`src/rtl/rps_pkg.sv`:
```
// Shared types, display codes and scoring helper
// for the rock-paper-scissors round controller.
package rps_pkg;

    typedef enum logic [1:0] {
        TH_R   = 2'd0,
        TH_P   = 2'd1,
        TH_S   = 2'd2,
        TH_INV = 2'd3
    } throw_t;

    typedef enum logic [1:0] {
        ARM    = 2'd0,
        REVEAL = 2'd1,
        RESULT = 2'd2
    } state_t;

    localparam logic [3:0] CODE_R     = 4'd0;
    localparam logic [3:0] CODE_P     = 4'd1;
    localparam logic [3:0] CODE_S     = 4'd2;
    localparam logic [3:0] CODE_WIN   = 4'd3;
    localparam logic [3:0] CODE_WAIT  = 4'd4;
    localparam logic [3:0] CODE_LOSE  = 4'd5;
    localparam logic [3:0] CODE_BLANK = 4'd15;

    localparam logic [1:0] WIN_NONE = 2'd0;
    localparam logic [1:0] WIN_P1   = 2'd1;
    localparam logic [1:0] WIN_P2   = 2'd2;

    function automatic logic [1:0] rps_judge(throw_t a, throw_t b);
        logic [1:0] w;
        w = WIN_P2;
        if (a == b)
            w = WIN_NONE;
        else if ((a == TH_R && b == TH_S) ||
                 (a == TH_S && b == TH_P) ||
                 (a == TH_P && b == TH_R))
            w = WIN_P1;
        return w;
    endfunction

    function automatic logic [3:0] throw_code(throw_t t);
        return {2'b00, t};
    endfunction

endpackage

```
`src/rtl/rps_edge_det.sv`:
```
// Registered rising-edge detector, one pulse per
// 0->1 transition of each input bit.
module rps_edge_det #(
    parameter int W = 1
) (
    input  logic         clk,
    input  logic         reset,
    input  logic [W-1:0] d,
    output logic [W-1:0] rise
);

    logic [W-1:0] prev;

    always_ff @(posedge clk) begin
        if (reset) begin
            prev <= '0;
            rise <= '0;
        end else begin
            prev <= d;
            rise <= d & ~prev;
        end
    end

endmodule

```
`src/rtl/rps_round_ctrl.sv`:
```
// Rock-paper-scissors round controller: latch throws,
// reveal, score, hold result, re-arm.
module rps_round_ctrl
    import rps_pkg::*;
#(
    parameter int HOLD_CYCLES = 50_000_000,
    parameter int SCORE_W     = 4
) (
    input  logic               clk,
    input  logic               reset,
    input  logic [1:0]         p1_sel,
    input  logic               p1_lock,
    input  logic [1:0]         p2_sel,
    input  logic               p2_lock,
    output logic [3:0]         bcd1,
    output logic [3:0]         bcd0,
    output logic [1:0]         winner,
    output logic [SCORE_W-1:0] p1_score,
    output logic [SCORE_W-1:0] p2_score,
    output logic               round_done
);

    localparam int TW = (HOLD_CYCLES > 2) ? $clog2(HOLD_CYCLES) : 1;
    localparam logic [TW-1:0] TLOAD = TW'(HOLD_CYCLES - 1);
    localparam logic [SCORE_W-1:0] SMAX = {SCORE_W{1'b1}};

    logic e1, e2;

    rps_edge_det #(.W(1)) u_edge1 (
        .clk   (clk),
        .reset (reset),
        .d     (p1_lock),
        .rise  (e1)
    );

    rps_edge_det #(.W(1)) u_edge2 (
        .clk   (clk),
        .reset (reset),
        .d     (p2_lock),
        .rise  (e2)
    );

    state_t             st_q, st_d;
    logic [TW-1:0]      tmr_q, tmr_d;
    throw_t             th1_q, th1_d;
    throw_t             th2_q, th2_d;
    logic               lk1_q, lk1_d;
    logic               lk2_q, lk2_d;
    logic [1:0]         win_q, win_d;
    logic [SCORE_W-1:0] sc1_q, sc1_d;
    logic [SCORE_W-1:0] sc2_q, sc2_d;
    logic               done_q, done_d;
    logic [3:0]         b1_q, b1_d;
    logic [3:0]         b0_q, b0_d;

    always_ff @(posedge clk) begin
        if (reset) begin
            st_q   <= ARM;
            tmr_q  <= '0;
            th1_q  <= TH_R;
            th2_q  <= TH_R;
            lk1_q  <= 1'b0;
            lk2_q  <= 1'b0;
            win_q  <= WIN_NONE;
            sc1_q  <= '0;
            sc2_q  <= '0;
            done_q <= 1'b0;
            b1_q   <= CODE_WAIT;
            b0_q   <= CODE_WAIT;
        end else begin
            st_q   <= st_d;
            tmr_q  <= tmr_d;
            th1_q  <= th1_d;
            th2_q  <= th2_d;
            lk1_q  <= lk1_d;
            lk2_q  <= lk2_d;
            win_q  <= win_d;
            sc1_q  <= sc1_d;
            sc2_q  <= sc2_d;
            done_q <= done_d;
            b1_q   <= b1_d;
            b0_q   <= b0_d;
        end
    end

    always_comb begin
        st_d   = st_q;
        tmr_d  = tmr_q;
        th1_d  = th1_q;
        th2_d  = th2_q;
        lk1_d  = lk1_q;
        lk2_d  = lk2_q;
        win_d  = win_q;
        sc1_d  = sc1_q;
        sc2_d  = sc2_q;
        done_d = 1'b0;
        b1_d   = b1_q;
        b0_d   = b0_q;

        unique case (st_q)
            ARM: begin
                if (e1 && !lk1_q && p1_sel != 2'd3) begin
                    th1_d = throw_t'(p1_sel);
                    lk1_d = 1'b1;
                end
                if (e2 && !lk2_q && p2_sel != 2'd3) begin
                    th2_d = throw_t'(p2_sel);
                    lk2_d = 1'b1;
                end
                // The final lock and the reveal land on the same edge
                if (lk1_d && lk2_d) begin
                    st_d  = REVEAL;
                    tmr_d = TLOAD;
                    b1_d  = throw_code(th1_d);
                    b0_d  = throw_code(th2_d);
                end else begin
                    b1_d = lk1_d ? CODE_BLANK : CODE_WAIT;
                    b0_d = lk2_d ? CODE_BLANK : CODE_WAIT;
                end
            end
            REVEAL: begin
                if (tmr_q == '0) begin
                    st_d   = RESULT;
                    tmr_d  = TLOAD;
                    done_d = 1'b1;
                    win_d  = rps_judge(th1_q, th2_q);
                    unique case (1'b1)
                        (win_d == WIN_P1): begin
                            b1_d = CODE_WIN;
                            b0_d = CODE_LOSE;
                            if (sc1_q != SMAX)
                                sc1_d = sc1_q + SCORE_W'(1);
                        end
                        (win_d == WIN_P2): begin
                            b1_d = CODE_LOSE;
                            b0_d = CODE_WIN;
                            if (sc2_q != SMAX)
                                sc2_d = sc2_q + SCORE_W'(1);
                        end
                        default: begin
                            b1_d = CODE_WAIT;
                            b0_d = CODE_WAIT;
                        end
                    endcase
                end else begin
                    tmr_d = tmr_q - TW'(1);
                end
            end
            RESULT: begin
                if (tmr_q == '0) begin
                    st_d  = ARM;
                    lk1_d = 1'b0;
                    lk2_d = 1'b0;
                    win_d = WIN_NONE;
                    b1_d  = CODE_WAIT;
                    b0_d  = CODE_WAIT;
                end else begin
                    tmr_d = tmr_q - TW'(1);
                end
            end
            default: begin
                st_d  = ARM;
                lk1_d = 1'b0;
                lk2_d = 1'b0;
                win_d = WIN_NONE;
                b1_d  = CODE_WAIT;
                b0_d  = CODE_WAIT;
            end
        endcase
    end

    assign bcd1       = b1_q;
    assign bcd0       = b0_q;
    assign winner     = win_q;
    assign p1_score   = sc1_q;
    assign p2_score   = sc2_q;
    assign round_done = done_q;

endmodule
```
`config.mk`:
```
export PLATFORM = sky130hd
export DESIGN_NAME = rps_round_ctrl
export DESIGN_NICKNAME = d
export VERILOG_FILES = /design/src/rtl/rps_pkg.sv /design/src/rtl/rps_edge_det.sv /design/src/rtl/rps_round_ctrl.sv
export SDC_FILE = /design/constraint.sdc
export NUM_CORES = 1
export LEC_CHECK = 0
export ABC_AREA = 1
export ABC_CLOCK_PERIOD_IN_PS = 2400
export CAP_MARGIN = 15
export CORE_UTILIZATION = 40
export CTS_CLUSTER_SIZE = 30
export DETAILED_ROUTE_END_ITERATION = 16
export PLACE_DENSITY = 0.68
export REMOVE_ABC_BUFFERS = 1
export SLEW_MARGIN = 20
export SYNTH_ARGS = -nofsm -noshare
export SYNTH_HDL_FRONTEND = slang
export SYNTH_HIERARCHICAL = 1
export SYNTH_SLANG_ARGS = --single-unit
```
`constraint.sdc`:
```
create_clock -name clk -period 2.4 [get_ports clk]
set_input_delay 0.36 -clock clk [delete_from_list [all_inputs] [get_ports clk]]
set_output_delay 0.36 -clock clk [all_outputs]
set_load 0.02 [all_outputs]
```
# == After elaboration in Yosys (flattened, before gate mapping) ==
# Index checks and enable logic that the tools add are counted.
# classes
n_lt_le_gt_ge,0
div,0
n_reduce_logical,25
eq_ne,17
bitwise,6
shifts,0
n_mux,35
mul,0
add_sub_neg,3
# op_table
op,count
26-bit 2-to-1 mux,3
26-bit case mux with 3 select lines,1
4-bit 2-to-1 mux,7
26-bit zero test,1
26-bit by 1-bit subtractor with 26-bit output (second input constant),1
4-bit case mux with 3 select lines,2
2-bit 2-to-1 mux,10
2-bit inequality test (second input constant),6
2-bit case mux with 3 select lines,2
3-bit case mux with 2 select lines,2
3-bit AND reduction,3
4-bit by 1-bit adder with 4-bit output (second input constant),2
2-bit by 1-bit == test with 1-bit output (second input constant),4
2-bit == test (second input constant),4
1-bit logical AND,8
4-bit inequality test (second input constant),2
4-bit AND reduction,2
2-bit zero test,3
1-bit 2-to-1 mux,6
1-bit case mux with 3 select lines,2
1-bit NOT,4
2-bit AND reduction,2
3-bit nonzero test,1
1-bit bitwise AND,2
other kinds (4),6
# word_totals
wordCells,102
output_inout_bits,19
ramBits,0
mem_bits_ro,0
mem_count,0
latchBits,0
regBits,57

# == Depth between registers and ports, before layout ==
# Gate-level depths: netlist of the first run.
# logic_depth
word_depth,12
ltp_mapped,12
mapped_depth_nobuf,12

# == Cells and area by module ==
# The synthesis of the first run kept the hierarchy.
# modules_own_cells
mod,instances,area_per_inst_um2,cells_each
rps_round_ctrl,1,3189.3,496
rps_edge_det,2,60.1,6

# == Worst setup path before layout of the first run ==
# OpenSTA, ideal clock, no wires.
# synth_timing
path_type,register to register
start,register tmr_q[0]
end,register tmr_q[14]
t_required_ps,2280
t_arrival_ps,1572
path_stages_with_launch,13
synth_period_minus_slack_ps,1693
setup_ps,120
slack_ps,707
path_cell_list,dfxtp_1 > inv_1 > ha_1 > nand2_1 > nor2_4 > nand2_4 > nor2_8 > nand3_4 > nand2_8 > buf_4 > nand2_1 > nand2_1 > a21oi_2
# synth_via
elab_chain_cells,3
# synth_lines
element,line_no,text
from (decl),rps_round_ctrl.sv:44,"logic [TW-1:0] tmr_q, tmr_d;"
from (signal assigned),rps_round_ctrl.sv:72,tmr_q <= tmr_d;
26-bit by 1-bit subtractor with 26-bit output or 26-bit zero test (tied branches),--,
"26-bit 2-to-1 mux, or another cell as far along",rps_round_ctrl.sv:150,if (tmr_q == '0) begin
26-bit case mux with 3 select lines or 3-bit AND reduction (tied branches),--,
# Parallel ways exist; a longest one is shown, timed or not. The select of a mux whose other input is x is not followed.
# A chain may end at the register's enable or synchronous reset.

# == Worst setup path after layout of the first run ==
# layout_timing
start,register tmr_q[0]
end,register tmr_q[0]
# The elaborated chain is that of the path after synthesis.

==> results of run 1 <==
power by group through the flow:
| stage | combinational (mW) | clock (mW) | sequential (mW) |
|---|---|---|---|
| floorplan | 0.692 | 0 | 1.11 |
| CTS | 0.932 | 1.03 | 1.08 |
| global route | 1.06 | 1.07 | 1.09 |
| global placement | 0.909 | 0 | 1.10 |
| finish | 0.934 | 1.01 | 1.08 |
| detailed placement | 0.924 | 0 | 1.10 |
cell usage in the layout (no fill, tap or decap), drive strengths merged:
master         synthesis  layout
nand2                161     161
nor2                  68      68
inv                   59      59
dfxtp                 57      57
nand3                 47      47
a21oi                 44      44
clkdlybuf4s50          0      26
o21ai                 22      22
nand4                 13      13
clkbuf                 6      10
xor2                   7       7
ha                     7       7
buf                    8       7
nor3                   4       4
xnor2                  2       2
clkinvlp               0       2
bufinv                 0       2
clkinv                 1       2
or2                    1       1
o211ai                 1       1
worst paths after layout:
kind	end	slack, ps
setup / recovery	tmr_q[0]$_SDFFE_PP0P_	290
hold / removal	u_edge2/rise$_SDFF_PP0_	400
setup reg to reg	tmr_q[0]$_SDFFE_PP0P_	290
hold reg to reg	u_edge2/rise$_SDFF_PP0_	400
kinds of logic (layout without fill, tap and decap cells):
kind of cell    after synthesis  count (layout)
flops                        57              57
compound gates               67              67
buf+inv                      74             108
simple gates                294             294
xor+xnor                      9               9
fa+ha+maj                     7               7
flip-flops by register name (all words and copies together), names as in the netlist:
register and count:
lk2_q 1, u_edge1/rise 1, bcd0 4, p1_score 4, th2_q 2, u_edge2/prev 1, lk1_q 1, tmr_q 26
u_edge1/prev 1, u_edge2/rise 1, round_done 1, th1_q 2, bcd1 4, winner 2, st_q 2, p2_score 4
final cells by class:
type / instances / area (um2) / area share, %
sequential: 57 / 1140 / 29.3
clock buffer: 10 / 138 / 3.54
inverter: 60 / 225 / 5.79
multi-input combinational: 377 / 1870 / 48.0
timing repair buffer: 33 / 313 / 8.04
tap: 102 / 128 / 3.28
clock inverter: 5 / 80.1 / 2.06
per-layer routing:
metal	GRT usage, %	vias up	wire (um)
met2	34.4	69	3710
li1	-	1672	-
met1	24.2	1466	3510
met5	0	-	0
met3	3.20	9	373
met4	8.21	0	102
==> results.py, run 1 <==
metrics = {
    "outcome": {
        "outcome": "finished clean",
    },
    "placed_design": {
        "gp_congestion": 0.832,
        "place_ws_ps": 275,
        "dp_hpwl_um": 5430,
        "numPortBuffers": 26,
        "placedCellCount": 629,
        "placed_area_um2": 3670,
    },
    "pwr": {
        "ir_worst_vdd_uv": 340,
        "p_per_area_nw_per_um2": 778,
        "power.share.clock_pct": 33.3,
        "p_int_mw": 1.94,
        "combPwrFrac_pct": 30.9,
        "swShare_pct": 36.0,
        "power_frac_seq_pct": 35.8,
        "switchingPower_mw": 1.09,
        "leakagePower_nw": 1.78,
        "power_mw": 3.03,
    },
    "setup_path": {
        "crit_path_cell_trace": "inv_1 > ha_1 > nand2_1 > nor2_4 > nand2_4 > nor2_8 > nand3_4 > nand2_8 > nor2_4 > buf_4 > a21oi_1",
        "crit_buf_inv": 2,
        "worstSetupPathType": "reg2reg",
        "slowest_delay_ps": 300,
        "arrival_ps": 2380,
        "cp-start-kind": "register",
        "cp_data_required_time_ps": 2670,
        "worstSetupPathDepth": 11,
        "cp-startpoint": "tmr_q[0]$_SDFFE_PP0P_",
        "crit_path_top_delay_cell": "dfxtp_1",
        "critical_path.top_delay_family": "simple AND/OR/NAND/NOR gates",
        "reg2reg_depth": 11,
        "cp_max_fo": 19,
        "cp_common_cell": "nor2_4",
        "cp-end-kind": "register",
        "r2r-start": "tmr_q[0]$_SDFFE_PP0P_",
    },
    "drt": {
        "drc": 0,
        "drt.antenna.violating_nets": 0,
        "vias_per_cell": 4.99,
        "drt-initial-drc-count": 134,
        "wl_per_cell_um": 12.0,
        "wl_um": 7700,
        "dr.pass1.iters": 4,
        "num_vias": 3216,
    },
    "synth": {
        "ys_async_sr_fraction_pct": 0,
        "yosysWarnings": 6,
        "synth_xor_area_share_pct": 2.38,
        "syn_avg_cell_area_um2": 6.51,
        "synth_top_area_share_pct": 34.5,
        "synthAdderAreaFrac_pct": 2.65,
        "synth_edf_count": 0,
        "synth_seq_cells": 57,
        "synth_cells": 508,
        "ys.flop_type": "dfxtp_1",
        "ys_seq_area_share_pct": 34.5,
        "yosys-top-cells-area": "dfxtp_1 (34%), nand2_1 (17%), nand3_1 (6.8%)",
        "yosys.area_share.simple_pct": 39.7,
        "synth_mux_area_share_pct": 0,
        "synth_top_family_by_area": "simple AND/OR/NAND/NOR gates",
        "synth_top_area_cell": "dfxtp_1",
        "synth_area_um2": 3310,
        "yosysMostFrequentCell": "nand2_1",
        "synth_compound_area_share_pct": 11.7,
        "ys_top_cells_by_count": "nand2_1 (153), nor2_1 (58), dfxtp_1 (57)",
        "yosysUniqueCellTypes": 31,
    },
    "sta": {
        "timing.final.max_slew_violations": 0,
        "hold_slack_ps": 395,
        "finalSetupTns_ps": 0,
        "setup_viol": 0,
        "rsz0062_at_grt": "false",
        "layout_setup_ws_ps": 288,
        "clock_skew_ps": 7.79,
        "finalHoldViolCount": 0,
        "timing.final.crit_period_ps": 2110,
        "relSlewSlack_pct": 69.9,
        "fmax_mhz": 474,
        "worst_slew_pin_slew_ps": 448,
        "finalCritPeriodShare_pct": 88.0,
    },
    "cells_and_area": {
        "synthToLayoutAreaGrowth_pct": 17.5,
        "fin_cells": 644,
        "utilization_pct": 49.6,
        "num_antenna_cells": 0,
        "fillers": 829,
        "nets": 553,
        "design_area_um2": 3890,
        "layout-drive-gt1-share_pct": 10.7,
    },
    "global_routing": {
        "grt-ovfl-total": 0,
        "grt_max_degree": 36,
        "grt_usage_pct": 19.8,
        "grt_first_pass_wirelength_um": 13600,
        "antenna_found_initial": 0,
        "first_global_vias": 3078,
    },
    "floorplan": {
        "core.rowCount": 32,
        "initial_core_util_pct": 42.2,
        "die_h_um": 93.0,
        "die_area_um2": 8640,
        "die_w_um": 93.0,
        "coreArea_um2": 7850,
        "pin_count": 27,
    },
    "cts": {
        "clk_pin_slew_ps": 70,
        "cts_setup_buffers": 0,
        "root_buffer": "clkbuf_8",
        "cts_hold_buf": 0,
        "cts_inserted_buffers": 9,
        "cts_tree": "yes",
        "cts_buffer_depth": 2,
        "cts.htree.levels": 3,
        "clkLatencyLatePin_ps": 340,
        "clock_sinks": 57,
        "cts_resized": 0,
    },
    "min_path": {
        "hold_path_depth": 1,
        "hold_path.class": "reg2reg",
        "min_from": "u_edge2/prev$_SDFF_PP0_",
    },
    "flow_run": {
        "max_cap_viol_count": 0,
    },
}
Power figures use the tool's default switching activity.
==> run 2: changes to the inputs <==
Settings changed: SYNTH_HIERARCHICAL 1 to default.
==> results.py, run 2 <==
metrics = {
    "synth": {
        "ys_top_cells_by_count": "nand2_1 (126), nor2_1 (86), inv_1 (68)",
        "ys.flop_type": "dfxtp_1",
        "yosys.area_share.simple_pct": 41.4,
        "synth_top_family_by_area": "simple AND/OR/NAND/NOR gates",
        "yosysMostFrequentCell": "nand2_1",
        "synth_area_um2": 3460,
        "synth_mux_area_share_pct": 0,
        "ys_seq_area_share_pct": 32.9,
        "synth_compound_area_share_pct": 11.6,
        "synth_top_area_share_pct": 32.9,
        "synth_top_area_cell": "dfxtp_1",
        "yosysUniqueCellTypes": 31,
        "synth_xor_area_share_pct": 1.26,
        "synth_edf_count": 0,
        "synth_cells": 534,
        "yosys-top-cells-area": "dfxtp_1 (33%), nand2_1 (14%), nor2_1 (9.3%)",
        "syn_avg_cell_area_um2": 6.49,
        "yosysWarnings": 0,
        "synth_seq_cells": 57,
        "ys_async_sr_fraction_pct": 0,
        "synthAdderAreaFrac_pct": 2.89,
    },
    "cts": {
        "clock_sinks": 57,
        "cts_hold_buf": 0,
        "cts_buffer_depth": 2,
        "cts_tree": "yes",
        "clk_pin_slew_ps": 70,
        "cts.htree.levels": 3,
        "cts_resized": 0,
        "clkLatencyLatePin_ps": 340,
        "root_buffer": "clkbuf_8",
        "cts_inserted_buffers": 9,
        "cts_setup_buffers": 0,
    },
    "cells_and_area": {
        "nets": 580,
        "fillers": 812,
        "final_common_cell": "nand2_1",
        "num_antenna_cells": 0,
        "layout-drive-gt1-share_pct": 9.84,
        "utilization_pct": 49.3,
        "regMostFlops": "tmr_q",
        "most-common-layout-cells": "nand2_1 (126), nor2_1 (86), inv_1 (68), dfxtp_1 (57), nand3_1 (50)",
        "largest_register_ffs": 26,
        "synthToLayoutAreaGrowth_pct": 18.2,
    },
    "setup_path": {
        "crit_path_cell_trace": "inv_1 > ha_1 > nor2_2 > inv_2 > nand2_2 > nand2_1 > o21ai_0 > nor2_1",
        "slowest_delay_ps": 390,
        "crit_path_top_delay_cell": "dfxtp_1",
        "worstSetupPathType": "reg2reg",
        "r2r_slack_ps": 440,
        "critical_path.top_delay_family": "simple AND/OR/NAND/NOR gates",
        "cp-start-kind": "register",
        "crit_buf_inv": 2,
        "cp_max_fo": 16,
        "arrival_ps": 2190,
        "cp_data_required_time_ps": 2630,
        "cp-end-kind": "register",
    },
    "sta": {
        "timing.final.max_slew_violations": 0,
        "setup_viol": 0,
        "finalSetupTns_ps": 0,
        "fmax_mhz": 510,
        "timing.final.crit_period_ps": 1960,
        "finalCritPeriodShare_pct": 81.7,
        "clock_skew_ps": 11.5,
        "relSlewSlack_pct": 70.7,
        "finalHoldViolCount": 0,
        "rsz0062_at_grt": "false",
        "worst_slew_pin_slew_ps": 434,
    },
    "drt": {
        "drt.antenna.violating_nets": 0,
        "drt-initial-drc-count": 177,
        "wl_um": 8230,
        "vias_per_cell": 5.05,
        "highest-signal-layer": "met4",
        "met1_length_um": 3900,
        "dr_wl_met3_um": 384,
        "wl_per_cell_um": 12.2,
        "num_vias": 3407,
        "wl_met2_um": 3800,
        "drc": 0,
        "dr.pass1.iters": 5,
    },
    "floorplan": {
        "die_area_um2": 9040,
        "pin_count": 27,
        "die_h_um": 95.1,
        "die_w_um": 95.1,
        "initial_core_util_pct": 41.7,
        "coreArea_um2": 8300,
        "core.rowCount": 33,
    },
    "flow_run": {
        "max_cap_viol_count": 0,
    },
    "placed_design": {
        "gp_congestion": 0.841,
        "dp_hpwl_um": 5840,
        "numPortBuffers": 26,
    },
    "pwr": {
        "power_frac_seq_pct": 22.6,
        "switchingPower_mw": 3.33,
        "swShare_pct": 49.8,
        "power.share.clock_pct": 19.0,
        "leakagePower_nw": 1.88,
        "p_int_mw": 3.36,
        "ir_worst_vdd_uv": 587,
        "p_per_area_nw_per_um2": 1630,
        "combPwrFrac_pct": 58.4,
    },
    "global_routing": {
        "grt_usage_pct": 19.7,
        "grt_first_pass_wirelength_um": 13800,
        "first_global_vias": 3054,
        "antenna_found_initial": 0,
        "grt_max_degree": 36,
        "grt-ovfl-total": 0,
    },
    "min_path": {
        "hold_path.class": "reg2reg",
    },
    "outcome": {
        "outcome": "finished clean",
    },
}
run 2: changes by cell type in the layout (fill, tap and decap cells not counted), sizes merged, moves of 3 or more:
| cell | change |
|---|---|
| inv | +10 |
| nand3 | +3 |
| nor3 | +8 |
| o21ai | +3 |
| o21bai | +4 |
| a21oi | -6 |
| nand2 | -26 |
| xor2 | -5 |
| nor2 | +31 |
run 2: cells by family (layout without fill, tap and decap cells):
kind of cell,count (synthesis),after routing
adder cells (fa/ha/maj),8,8
AO/OA/AOI/OAI,68,68
XOR/XNOR,5,5
flip-flops,57,57
buffers and inverters,83,118
AND/OR/NAND/NOR,313,313
run 2: final timing paths:
kind	end	from	cells past startpoint
worst min-delay path	u_edge1.rise$_SDFF_PP0_	u_edge1.prev$_SDFF_PP0_	1
worst max-delay path	winner[0]$_SDFFE_PP0P_	st_q[1]$_SDFFE_PP0P_	8
worst max register to register	winner[0]$_SDFFE_PP0P_	st_q[1]$_SDFFE_PP0P_	8
worst min register to register	u_edge1.rise$_SDFF_PP0_	u_edge1.prev$_SDFF_PP0_	1
run 2: layout make-up:
cell class | count | area [um2] | share of cell area [%]
clock inverter | 5 | 125 | 3.06
inverter | 71 | 267 | 6.51
timing repair buffer | 31 | 298 | 7.27
multi-input combinational | 394 | 1980 | 48.4
tap | 105 | 131 | 3.21
sequential | 57 | 1140 | 27.9
clock buffer | 11 | 151 | 3.70
run 2: per-layer routing:
layer	vias up	track usage, %
met4	0	8.59
met5	-	0
li1	1763	-
met2	84	32.5
met1	1545	25.0
met3	15	3.43
run 2: power by group through the flow:
| stage | clock (mW) | sequential [mW] | combinational (mW) |
|---|---|---|---|
| after floorplan | 0 | 1.53 | 2.94 |
| after global placement | 0 | 1.52 | 3.79 |
| after detailed placement | 0 | 1.52 | 3.86 |
| after CTS | 1.29 | 1.51 | 3.89 |
| after global routing | 1.33 | 1.55 | 4.43 |
| final | 1.27 | 1.51 | 3.91 |
run 2: metrics by stage:
step	power (mW)	instance area, um2	hold slack [ps]	setup slack, ps	instances
after detailed placement	5.38	3820	382	160	658
final	6.69	4090	388	439	674
after global routing	7.31	4090	398	283	674
after CTS	6.69	4090	392	447	674
after global placement	5.31	3820	375	225	658
after floorplan	4.47	3390	373	624	522
==> run 3: changes to the inputs <==
Settings changed: ABC_CLOCK_PERIOD_IN_PS 2400 to 1730, PLACE_DENSITY 0.68 to 0.7.
Clock period 2.4 ns to 1.73 ns, I/O delays scaled along.
==> results.py, run 3 (synthesis gave the netlist of run 2 again) <==
metrics = {
    "cells_and_area": {
        "design_area_um2": 4330,
        "num_antenna_cells": 0,
        "utilization_pct": 52.1,
        "ff_latch_area_um2": 1140,
        "layout-drive-gt1-share_pct": 16.8,
        "multi_input_area_um2": 2040,
        "fillers": 818,
        "synthToLayoutAreaGrowth_pct": 24.9,
        "final_common_cell": "nand2_1",
        "most-common-layout-cells": "nand2_1 (125), nor2_1 (80), inv_1 (65), dfxtp_1 (54), nand3_1 (45)",
        "fin_cells": 699,
        "regMostFlops": "tmr_q",
        "nets": 605,
        "largest_register_ffs": 26,
    },
    "cts": {
        "clk_pin_slew_ps": 70,
        "cts.htree.levels": 3,
        "cts_inserted_buffers": 9,
        "root_buffer": "clkbuf_8",
        "cts_buffer_depth": 2,
        "clkLatencyLatePin_ps": 350,
        "cts_tree": "yes",
        "clock_sinks": 57,
    },
    "placed_design": {
        "dp_hpwl_um": 6300,
        "gp_congestion": 0.912,
        "placedCellCount": 680,
        "numPortBuffers": 26,
        "place_ws_ps": -167,
        "placed_area_um2": 4010,
    },
    "setup_path": {
        "cp-end-kind": "primary output",
        "slowest_delay_ps": 640,
        "arrival_ps": 1410,
        "critical_path.top_delay_family": "buffers and inverters",
        "cp_max_fo": 5,
        "worstSetupPathType": "reg2out",
        "cp_data_required_time_ps": 1470,
        "crit_path_cell_trace": "clkdlybuf4s50_1",
        "cp-start-kind": "register",
        "r2r_slack_ps": 70,
        "crit_buf_inv": 1,
        "crit_path_top_delay_cell": "clkdlybuf4s50_1",
    },
    "sta": {
        "setup_viol": 0,
        "rsz0062_at_grt": "true",
        "finalCritPeriodShare_pct": 96.7,
        "timing.final.max_slew_violations": 0,
        "finalSetupTns_ps": 0,
        "fmax_mhz": 598,
        "timing.final.crit_period_ps": 1670,
        "layout_setup_ws_ps": 57.4,
        "hold_slack_ps": 387,
        "worst_slew_pin_slew_ps": 301,
        "finalHoldViolCount": 0,
        "clock_skew_ps": 9.67,
        "relSlewSlack_pct": 79.7,
    },
    "floorplan": {
        "initial_core_util_pct": 41.7,
        "die_h_um": 95.1,
        "pin_count": 27,
        "die_area_um2": 9040,
        "coreArea_um2": 8300,
        "die_w_um": 95.1,
        "core.rowCount": 33,
    },
    "drt": {
        "dr.pass1.iters": 4,
        "vias_per_cell": 5.02,
        "drt-initial-drc-count": 164,
        "num_vias": 3512,
        "wl_per_cell_um": 12.4,
        "drc": 0,
        "drt.antenna.violating_nets": 0,
        "wl_um": 8670,
    },
    "global_routing": {
        "grt_max_degree": 26,
        "antenna_found_initial": 0,
        "grt-ovfl-total": 0,
        "grt_first_pass_wirelength_um": 14300,
        "first_global_vias": 3296,
        "grt_usage_pct": 20.3,
    },
    "pwr": {
        "power_mw": 9.79,
        "leakagePower_nw": 2.00,
        "ir_worst_vdd_uv": 1110,
        "p_per_area_nw_per_um2": 2260,
    },
    "outcome": {
        "outcome": "finished clean",
    },
    "flow_run": {
        "max_cap_viol_count": 0,
    },
    "min_path": {
        "hold_path.class": "reg2reg",
    },
}
run 3: cell count changes in the layout (fill, tap and decap cells not counted), sizes merged:
cell,change
clkinv,-1
clkinvlp,+2
bufinv,-2
clkbuf,+1
buf,+25
run 3: final timing paths:
check | startpoint | end | cells past startpoint
min | u_edge2.prev$_SDFF_PP0_ | u_edge2.rise$_SDFF_PP0_ | 1
min reg2reg | u_edge2.prev$_SDFF_PP0_ | u_edge2.rise$_SDFF_PP0_ | 1
max | p2_score[2]$_SDFFE_PP0P_ | p2_score[2] | 1
max reg2reg | tmr_q[1]$_SDFFE_PP0P_ | tmr_q[15]$_SDFFE_PP0P_ | 11
run 3: repair_timing:
item / in CTS / in global routing
buffers inserted: 0 / 3
hold buffers: 0 / 0
gates resized for setup: 0 / 26
endpoints found under the setup margin: 0 / 36
run 3: area by class of cell:
class | instances | share of cell area [%]
Sequential cell | 57 | 26.5
Timing Repair Buffer | 56 | 11.8
Inverter | 71 | 6.16
Clock inverter | 4 | 1.74
Tap cell | 105 | 3.04
Clock buffer | 12 | 3.59
Multi-Input combinational cell | 394 | 47.2
run 3: metal layers:
layer | share of wire, % | GRT usage [%] | up-vias
li1 | - | - | 1813
met1 | 45 | 24.3 | 1593
met2 | 48 | 34.0 | 88
met3 | 5.3 | 3.51 | 18
met4 | 1.8 | 11.6 | 0
met5 | 0 | 0 | -
run 3: power by group:
part / switching [mW] / internal (mW) / total [mW]
combinational: 3.99 / 2.26 / 6.25
clock: 0.563 / 0.890 / 1.45
sequential: 0.359 / 1.73 / 2.09
total: 4.91 / 4.88 / 9.79
